===== config.mk =====
export PLATFORM = sky130hd
export DESIGN_NAME = seq_detector
export DESIGN_NICKNAME = d
export VERILOG_FILES = /design/src/rtl/seq_detector_pkg.sv /design/src/rtl/seq_detector.sv
export SDC_FILE = /design/constraint.sdc
export NUM_CORES = 1
export LEC_CHECK = 0
export CAP_MARGIN = 30
export CORE_AREA = 2 2 39 41
export CTS_CLUSTER_DIAMETER = 120
export DETAILED_ROUTE_END_ITERATION = 6
export DIE_AREA = 0 0 41 43
export PLACE_DENSITY = 0.55
export SLEW_MARGIN = 20
export SYNTH_ARGS = -nofsm -noshare
export SYNTH_HDL_FRONTEND = slang
export SYNTH_SLANG_ARGS = --single-unit

===== constraint.sdc =====
create_clock -name clk -period 1.3 [get_ports clk]
set_clock_uncertainty 0.15 [all_clocks]
set_input_delay 0.26 -clock clk [delete_from_list [all_inputs] [get_ports clk]]
set_output_delay 0.26 -clock clk [all_outputs]
set_load 0.03 [all_outputs]

===== src/rtl/seq_detector_pkg.sv =====
// Shared definitions for the streaming pattern detector.
// Provides default symbol width, pattern length and pattern, plus the
// saturating increment used by the match counter.
// Counter widths up to 32 bits are supported by sat_inc.
package seq_det_pkg;

  localparam int unsigned SEQ_DET_SYM_W_DEF = 2;
  localparam int unsigned SEQ_DET_LEN_DEF   = 3;
  localparam int unsigned SEQ_DET_PAT_W_DEF = SEQ_DET_SYM_W_DEF * SEQ_DET_LEN_DEF;

  // Oldest symbol in the most significant slot: 1, then 2, then 3.
  localparam logic [SEQ_DET_PAT_W_DEF-1:0] SEQ_DET_PATTERN_DEF = {2'd1, 2'd2, 2'd3};

  localparam int unsigned SEQ_DET_SAT_MAX_W = 32;

  // Increment cnt by one, holding at 2^width-1 instead of wrapping.
  function automatic logic [SEQ_DET_SAT_MAX_W-1:0] sat_inc(
    input logic [SEQ_DET_SAT_MAX_W-1:0] cnt,
    input int unsigned                  width
  );
    logic [SEQ_DET_SAT_MAX_W-1:0] max_val;
    if (width >= SEQ_DET_SAT_MAX_W) begin
      max_val = '1;
    end else begin
      max_val = (SEQ_DET_SAT_MAX_W'(1) << width) - SEQ_DET_SAT_MAX_W'(1);
    end
    if (cnt >= max_val) begin
      return max_val;
    end
    return cnt + SEQ_DET_SAT_MAX_W'(1);
  endfunction

endpackage


===== src/rtl/seq_detector.sv =====
// Streaming pattern detector: flags each occurrence of a fixed LEN-symbol
// pattern in a valid-qualified symbol stream.
//
// Ports:
//   clk        clock, all state updates on posedge
//   reset      synchronous active-high reset
//   in_valid   num carries a symbol this cycle
//   num        input symbol (SYM_W bits)
//   ans        registered one-cycle match pulse
//   match_cnt  saturating match count (CNT_W bits)
//
// Build option: define SEQ_DET_CNT_EN to implement the match counter;
// without it no counter flops exist and match_cnt is tied to zero.
module seq_detector
  import seq_det_pkg::*;
#(
  parameter int unsigned            SYM_W   = SEQ_DET_SYM_W_DEF,
  parameter int unsigned            LEN     = SEQ_DET_LEN_DEF,
  parameter logic [SYM_W*LEN-1:0]   PATTERN = SEQ_DET_PATTERN_DEF,
  parameter bit                     OVERLAP = 1'b1,
  parameter int unsigned            CNT_W   = 8
) (
  input  logic             clk,
  input  logic             reset,
  input  logic             in_valid,
  input  logic [SYM_W-1:0] num,
  output logic             ans,
  output logic [CNT_W-1:0] match_cnt
);

  localparam int unsigned HIST_W = SYM_W * (LEN - 1);
  localparam int unsigned WIN_W  = SYM_W * LEN;
  localparam int unsigned FILL_W = (LEN > 2) ? $clog2(LEN) : 1;
  localparam logic [FILL_W-1:0] FILL_FULL = FILL_W'(LEN - 1);

  logic [HIST_W-1:0] hist_q, hist_d;
  logic [FILL_W-1:0] fill_q, fill_d;
  logic              ans_q, ans_d;
  logic [WIN_W-1:0]  win_c;
  logic              hit_c;

  // Candidate window: stored history followed by the incoming symbol.
  assign win_c = {hist_q, num};
  assign hit_c = in_valid && (fill_q == FILL_FULL) && (win_c == PATTERN);

  // State register.
  always_ff @(posedge clk) begin
    if (reset) begin
      hist_q <= '0;
      fill_q <= '0;
      ans_q  <= 1'b0;
    end else begin
      hist_q <= hist_d;
      fill_q <= fill_d;
      ans_q  <= ans_d;
    end
  end

  // Next-state: idle cycles hold history so a partial match survives gaps.
  always_comb begin
    hist_d = hist_q;
    fill_d = fill_q;
    ans_d  = 1'b0;
    if (in_valid) begin
      hist_d = win_c[HIST_W-1:0];
      ans_d  = hit_c;
      if (hit_c && !OVERLAP) begin
        // Non-overlapping: the next match must be built from fresh symbols.
        fill_d = '0;
      end else if (fill_q != FILL_FULL) begin
        fill_d = fill_q + FILL_W'(1);
      end
    end
  end

  assign ans = ans_q;

`ifdef SEQ_DET_CNT_EN
  logic [CNT_W-1:0] cnt_q, cnt_d;

  // Saturating match counter.
  always_ff @(posedge clk) begin
    if (reset) begin
      cnt_q <= '0;
    end else begin
      cnt_q <= cnt_d;
    end
  end

  always_comb begin
    cnt_d = cnt_q;
    if (hit_c) begin
      cnt_d = CNT_W'(sat_inc(SEQ_DET_SAT_MAX_W'(cnt_q), CNT_W));
    end
  end

  assign match_cnt = cnt_q;
`else
  assign match_cnt = '0;
`endif

endmodule


# Word-level counts from Yosys, hierarchy flattened
# Index checks and enable logic that the tools add are counted.
# totals
regBits	7
latchBits	0
ram_bits	0
mem_bits_ro	0
in_bits	5
output_inout_bits	9
elab_cells	12
memories	0
# classes
add_sub_neg	1
multipliers	0
div_mod_pow	0
magnitude_cmp	0
n_eq_ne	3
n_shift	0
muxes	0
bitwise_logic	1
n_reduce_logical	4
# op_table
cell	count
6-bit by 5-bit equality test with 1-bit output (second input constant)	1
2-bit by 1-bit adder with 2-bit output (second input constant)	1
2-bit equality test (second input constant)	1
1-bit logical AND	2
2-bit inequality test (second input constant)	1
2-bit AND reduction	1
2-bit OR reduction	1
1-bit inverter	1

# Logic depth before layout (Yosys ltp)
# depth
ltp_word	3
depth_mapped	5
mapped_depth_nobuf	5

# Worst setup path before layout
# OpenSTA, ideal clock, no wires.
# synth_timing
kind	register to register
start	reg fill_q[0]
end	reg fill_q[1]
setup_ns	0.086
arrival_time_ns	0.983
required_time_ns	1.064
slack_ns	0.081
path_stages_with_launch	6
path_buffers	0
synth_period_minus_slack_ns	1.219
cell_sequence	dfxtp_1 inv_1 ha_1 and2b_1 nor2_1 a211oi_1
# synth_via
elab_chain_cells	2
elab_cells_between_ends	3
cone_classes	1 x add/sub; 1 x eq/ne; 1 x reduce/logical
# synth_lines
item	line	source
start, declared	seq_detector.sv:37	logic [FILL_W-1:0] fill_q, fill_d;
start signal, assigned	seq_detector.sv:54	fill_q <= fill_d;
2-bit inequality test	seq_detector.sv:70	end else if (fill_q != FILL_FULL) begin
2-bit AND reduction (no line)	n/a	
# Parallel ways exist; a longest one is shown, timed or not.
# A chain may end at the register's enable or synchronous reset.

# Final worst setup path
# Ends and elaborated chain as after synthesis.

==> results.md <==
* Post-Syn Area at ~340 sq um
* Comb pwr share at 0.183
* Routed WL at 494 microns
* Die extent in x at 41 microns
* Endpoints failing hold at 0
* CP required at approximately 1300 ps
* Remaining global-route overflow at 0
* Clk pwr share at 0.365
* Final Instance Area at roughly 430 sq um
* Yosys warns at 0
* Max capacitance violation total at 0
* F_max at around 800 MHz
* Area of the core at about 1400 sq um
* CP endpoint kind: flop
* Remaining antenna violation count at 0
* Average wire per standard cell at between 8 and 9 microns
* Top Ports at 14
* Main combinational cell family by area after synthesis: buffers and inverters
* CTS Hold Buffers Added at 0
* Gr usage total at 0.0654
* Synth Area in Compound Gates at 0.0368
* Critical Path, Cell by Cell: inv_1 > ha_1 > and2b_2 > nor2_1 > a211oi_1
* Ys flop type: dfxtp_1
* Post-synthesis xor/xnor area fraction at 0.0257
* DRT iter0 DRCs at 3
* Clock Pin Slew Worst Setup and Hold Paths at 50 ps
* Internal Pwr Total at 388 uW
* Syn Inst Count at 36
* Initial Util at 0.246
* ANT cells at 0
* Antenna violations before repair at 0
* Die height at 43 microns
* Count of input and output buffers at 5
* EDFF count, synth at 0
* Max clock buf depth at 2
* P&R area growth vs syn at 25.0%
* Minimum clock period after layout at roughly 1200 ps
* Hpwl dp at 365 microns
* Seq. cell area at around 140 sq um
* Row cnt at 14
* Vias per cell at about 3.6
* Synth top area share at 0.412
* Vias in the first global route at 190
* Share of cells above drive strength 1 at 0.222
* CP max stage cell: dfxtp_2
* Cell leakage power at approximately 0.18 nW
* TritonCTS Buffers at 3
* Via count at 220
* Clock Latency Late Sink at approximately 240 ps
* Yosys reg bits at 7
* Type of the worst setup path: reg2reg
* Yosys top cell by area: dfxtp_1
* Initial DRT Pass Iterations at 4
* Most common cell in the netlist: buf_4
* Die ar. at 1760 sq um
* Share of flip-flops with an asynchronous set or reset at 0
* Register area share after synthesis at 0.412
* Worst hold path class: reg2reg
* Cell area power density at ~1200 nW/um^2
* Final Util at 0.307
* Gpl congestion at roughly 0.67
* Status: finished clean
* Placed cell areas at between 300 and 400 sq um
* Final setup vio count at 0
* Hold_ws at approximately 310 ps
* Slowest cell delay on critical path at roughly 330 ps
* First-pass GRT wire length at 738 microns
* Net Sw Frac at 0.268
* Top cells by area, synth: dfxtp_1, buf_4, mux2i_1
* CTS tree: yes
* Total power at around 530 uW
* Arr. time, crit path at 1260 ps
* Synth top cells by count: buf_4, dfxtp_1, nor2_1
* FILL cells at 155
* Worst setup SP type: flop
* Final Max Tran Viols at 0
* Pin count of the biggest net entering global routing at 7
* Worst Path Buf+Inv at 1
* # DRC at 0
* Synth cell types at 16
* Mux cell area share after synthesis at 0.0882
* Final #Nets at 52
* Sequential cell fraction of total power at 0.452
* Switching power at 142 uW
* Final period utilization at 0.961
* # clock sinks at 7
* Multi-input logic area at approximately 170 sq um
* Post-Synth Adder-Cell Area at 0.0368
* Maximum VDD drop at 644 uV
* CP delay by family, top: flip-flops
* Synthesized area per cell at 9.45 sq um
* CTS Root Cell: clkbuf_4
* Htree depth at 1
* Post-Synth Simple-Gate Area at 0.180
* Crit path max fanout at 3
==> worst paths after layout <==
path                                start         to  slack [ps]  cells after the start
worst max-delay path            fill_q[0]  fill_q[1]          50                      5
worst min-delay path            hist_q[0]        ans         310                      1
worst max register to register  fill_q[0]  fill_q[1]          50                      5
worst min register to register  hist_q[0]        ans         310                      1
==> metal layers <==
metal	track usage	up-vias	share of wire
li1	-	118	-
met1	0.0777	93	0.46
met2	0.0813	9	0.43
met4	0.0200	0	0
met3	0.0628	0	0.12
met5	0	-	0
==> kinds of logic (layout without fill, tap and decap cells) <==
family,after synthesis,after routing
flops,7,7
xor+xnor,1,1
mux,3,3
compound gates,2,2
fa+ha+maj,1,1
buf+inv,10,12
other cells,1,8
simple gates,11,11
==> final cells by class <==
cell class	instances	area share
Timing Repair Buffer	7	0.147
Inverter	1	0.00882
Sequential cell	7	0.332
Clock buffer	4	0.0618
Multi-Input combinational cell	26	0.403
Tap cell	16	0.0471
==> registers in the layout, indices dropped and copies added, names as in the netlist <==
signal	count
ans	1
fill_q	2
hist_q	4
==> metrics by stage <==
| stage | setup WS (ps) | cells | setup TNS [ps] |
|---|---|---|---|
| 4_1_cts | 10.4 | 61 | 0 |
| 5_1_grt | -13.4 | 61 | -13.4 |
| 2_1_floorplan | 81.3 | 43 | 0 |
| 6_report | 50.2 | 61 | 0 |
| 3_5_place_dp | -158 | 57 | -652 |
| 3_3_place_gp | -180 | 57 | -688 |
==> power groups by stage <==
| stage | registers [mW] | clock network (mW) | logic, mW |
|---|---|---|---|
| 6_report | 0.240 | 0.194 | 0.0972 |
| 5_1_grt | 0.241 | 0.219 | 0.107 |
| 4_1_cts | 0.239 | 0.207 | 0.0936 |
| 3_5_place_dp | 0.243 | 0 | 0.0917 |
| 3_3_place_gp | 0.243 | 0 | 0.0915 |
| 2_1_floorplan | 0.241 | 0 | 0.0880 |
==> cell usage in the layout (no fill, tap or decap), types with 3 or more instances in the layout <==
cell type	instances
conb_1	8
dfxtp_1	6
nor2_1	5
clkdlybuf4s50_1	4
mux2i_1	3
clkbuf_4	3
buf_4	3
==> timing repair <==
| item | 4_1_cts | 5_1_grt |
|---|---|---|
| setup endpoints to repair | 1 | 2 |
| pin swaps | 0 | 3 |
| setup buffers | 0 | 0 |
| resized for setup | 2 | 2 |
| cloned | 0 | 0 |
Power figures use the tool's default switching activity.
==> variant, RTL diff (same flow settings) <==
`OVERLAP`: 1'b1 -> 1'b0.
--- a/src/rtl/seq_detector.sv
+++ b/src/rtl/seq_detector.sv
@@ -17,7 +17,7 @@
   parameter int unsigned            SYM_W   = SEQ_DET_SYM_W_DEF,
   parameter int unsigned            LEN     = SEQ_DET_LEN_DEF,
   parameter logic [SYM_W*LEN-1:0]   PATTERN = SEQ_DET_PATTERN_DEF,
-  parameter bit                     OVERLAP = 1'b1,
+  parameter bit                     OVERLAP = 1'b0,
   parameter int unsigned            CNT_W   = 8
 ) (
   input  logic             clk,
Formal check against the unedited RTL: same outputs for any inputs over 10 cycles, from zero or initial values and one cycle with reset high; that may be too few to reach the edited logic, so the function may still have changed.
==> variant against the original RTL <==
  * Hold slack lost 0.062 ns
  * Worst setup slack gained 0.024 ns
  * Cell area grew 17%
  * Synthesized area grew 14%
  * Core utilization grew 5.3 points
  * Sequential cell count is the same
  * Synthesized cell count grew 11%
  * Die area is the same
  * Total power grew 8.1%
  * Wire length grew 27%
  * Critical endpoint is now fill_q[0]
  * Largest cell class unchanged
==> variant: results (changes against the original RTL) <==
metric	value	unit	change
grt_usage	8.16	%	+1.6 points
finalMaxSlewViolations	0		unchanged
synth_xor_area_share	0	%	-2.6 points
cts-buffers-inserted	3		unchanged
dpl.hpwl	468	um	+28%
place.gp.congestion	0.745		+12%
peakVddDrop	0.000390	V	-39%
pre_cts_slack	-0.223	ns	-0.0649 ns
holdCritPathClass	in -> reg		
drive_above_1_share	28.3	%	+6.1 points
largest_reg_flops	4		unchanged
nets	60		+15%
yosysUniqueCellTypes	16		unchanged
hold_depth	3		+2
avgRoutedWirePerCell	9.12	um	+13%
clockBufferDepth	2		unchanged
num_antenna_cells	0		unchanged
rrSetupSlack	0.07	ns	+0.02 ns
synth_compound_area_share	6.15	%	+2.5 points
drtIter0Drc	1		-2
cpMaxStageDelayCell	dfxtp_1		
cts.htree.levels	1		unchanged
grt_pass1_vias	245		+29%
yosys_warnings	0		unchanged
avgSynthCellArea	9.67	um^2	+2.2%
synth_ff_type	dfxtp_1		
drt_pre_antenna_iters	2		-2
synthMuxAreaShare	15.5	%	+6.7 points
leakagePower	0.248	nW	+37%
synthArstFlopShare	0	%	unchanged
path_max_fanout	5		+2
synth_commonest_cells	buf_4 (8), dfxtp_1 (7), nor2_1 (7)		
post-place-cells	65		+14%
critPathTopFamily	flip-flops		
post_cts_resized	1		-1
synthAdderAreaFrac	3.24	%	-0.44 points
status	finished clean		
io_buffers	5		unchanged
antenna_found_initial	0		unchanged
cts_root_buffer	clkbuf_4		
cp.arrival	1.21	ns	-0.05 ns
worstRegToRegCells	5		unchanged
timing.final.crit_share	94.3	%	-1.9 points
yosys-top-cells-area	dfxtp_1 (36%), mux2i_1 (16%), buf_4 (16%), nor2_1 (6.8%), nand4bb_2 (4.2%)		
clk_latency	0.25	ns	
post_cts_buffers	0		unchanged
yosysSeqAreaShare	36.2	%	-4.9 points
clkTransAtPathRegs	0.05	ns	about the same
viasPerCell	4.03		+12%
wl	629	um	+27%
grt_pass1_wl	910	um	+23%
grt_max_degree	6		-1
max_stage_delay	0.30	ns	-0.03 ns
largest-register	hist_q		
==> variant: final cells by class <==
cell class / instances / area [um^2]
clock buffers: 4 / 26.3
flip-flops and latches: 7 / 140
well taps: 16 / 20.0
fillers: 150 / 885
inverters: 1 / 3.75
multi-input cells: 29 / 206
repair buffers: 12 / 103
==> variant: worst paths after layout <==
check | startpoint | end
setup / recovery | fill_q[0] | fill_q[0]
hold / removal | in_valid | ans
setup reg to reg | fill_q[0] | fill_q[0]
hold reg to reg | hist_q[3] | hist_q[3]
==> variant: metrics by stage <==
step | hold WS, ns | setup TNS (ns) | utilization, % | area (um^2)
2_1_floorplan | 0.257 | 0 | - | 413
3_3_place_gp | 0.339 | -1.13 | 33.1 | 458
3_5_place_dp | 0.329 | -1.11 | 33.1 | 458
4_1_cts | 0.365 | 0 | 35.2 | 487
5_1_grt | 0.268 | -0.00316 | 36.1 | 499
6_report | 0.251 | 0 | 36.1 | 499
==> variant: power breakdown <==
group | total, W | internal [W] | switching, W
Sequential | 0.000239 | 0.000229 | 0.0000100
Clock | 0.000203 | 0.000117 | 0.0000852
Combinational | 0.000132 | 0.0000607 | 0.0000716
Total | 0.000574 | 0.000407 | 0.000167
==> variant: cell families (layout without fill, tap and decap cells) <==
family | Yosys count | after routing
flip-flops | 7 | 7
adder cells (fa/ha/maj) | 1 | 1
multiplexers | 6 | 6
other | 1 | 8
buffers and inverters | 11 | 17
AO/OA/AOI/OAI | 3 | 3
AND/OR/NAND/NOR | 11 | 11
==> variant: worst min-delay path: cells and delay by family <==
family,cells,cell delay (ns)
AND/OR/NAND/NOR,2,0.19
buffers and inverters,1,0.17
==> variant: layer usage <==
metal / share of wire, % / global-route usage, %
met5: 0 / 0
met4: 2.9 / 10.0
met3: 3.8 / 1.57
met2: 51 / 10.0
met1: 42 / 10.1
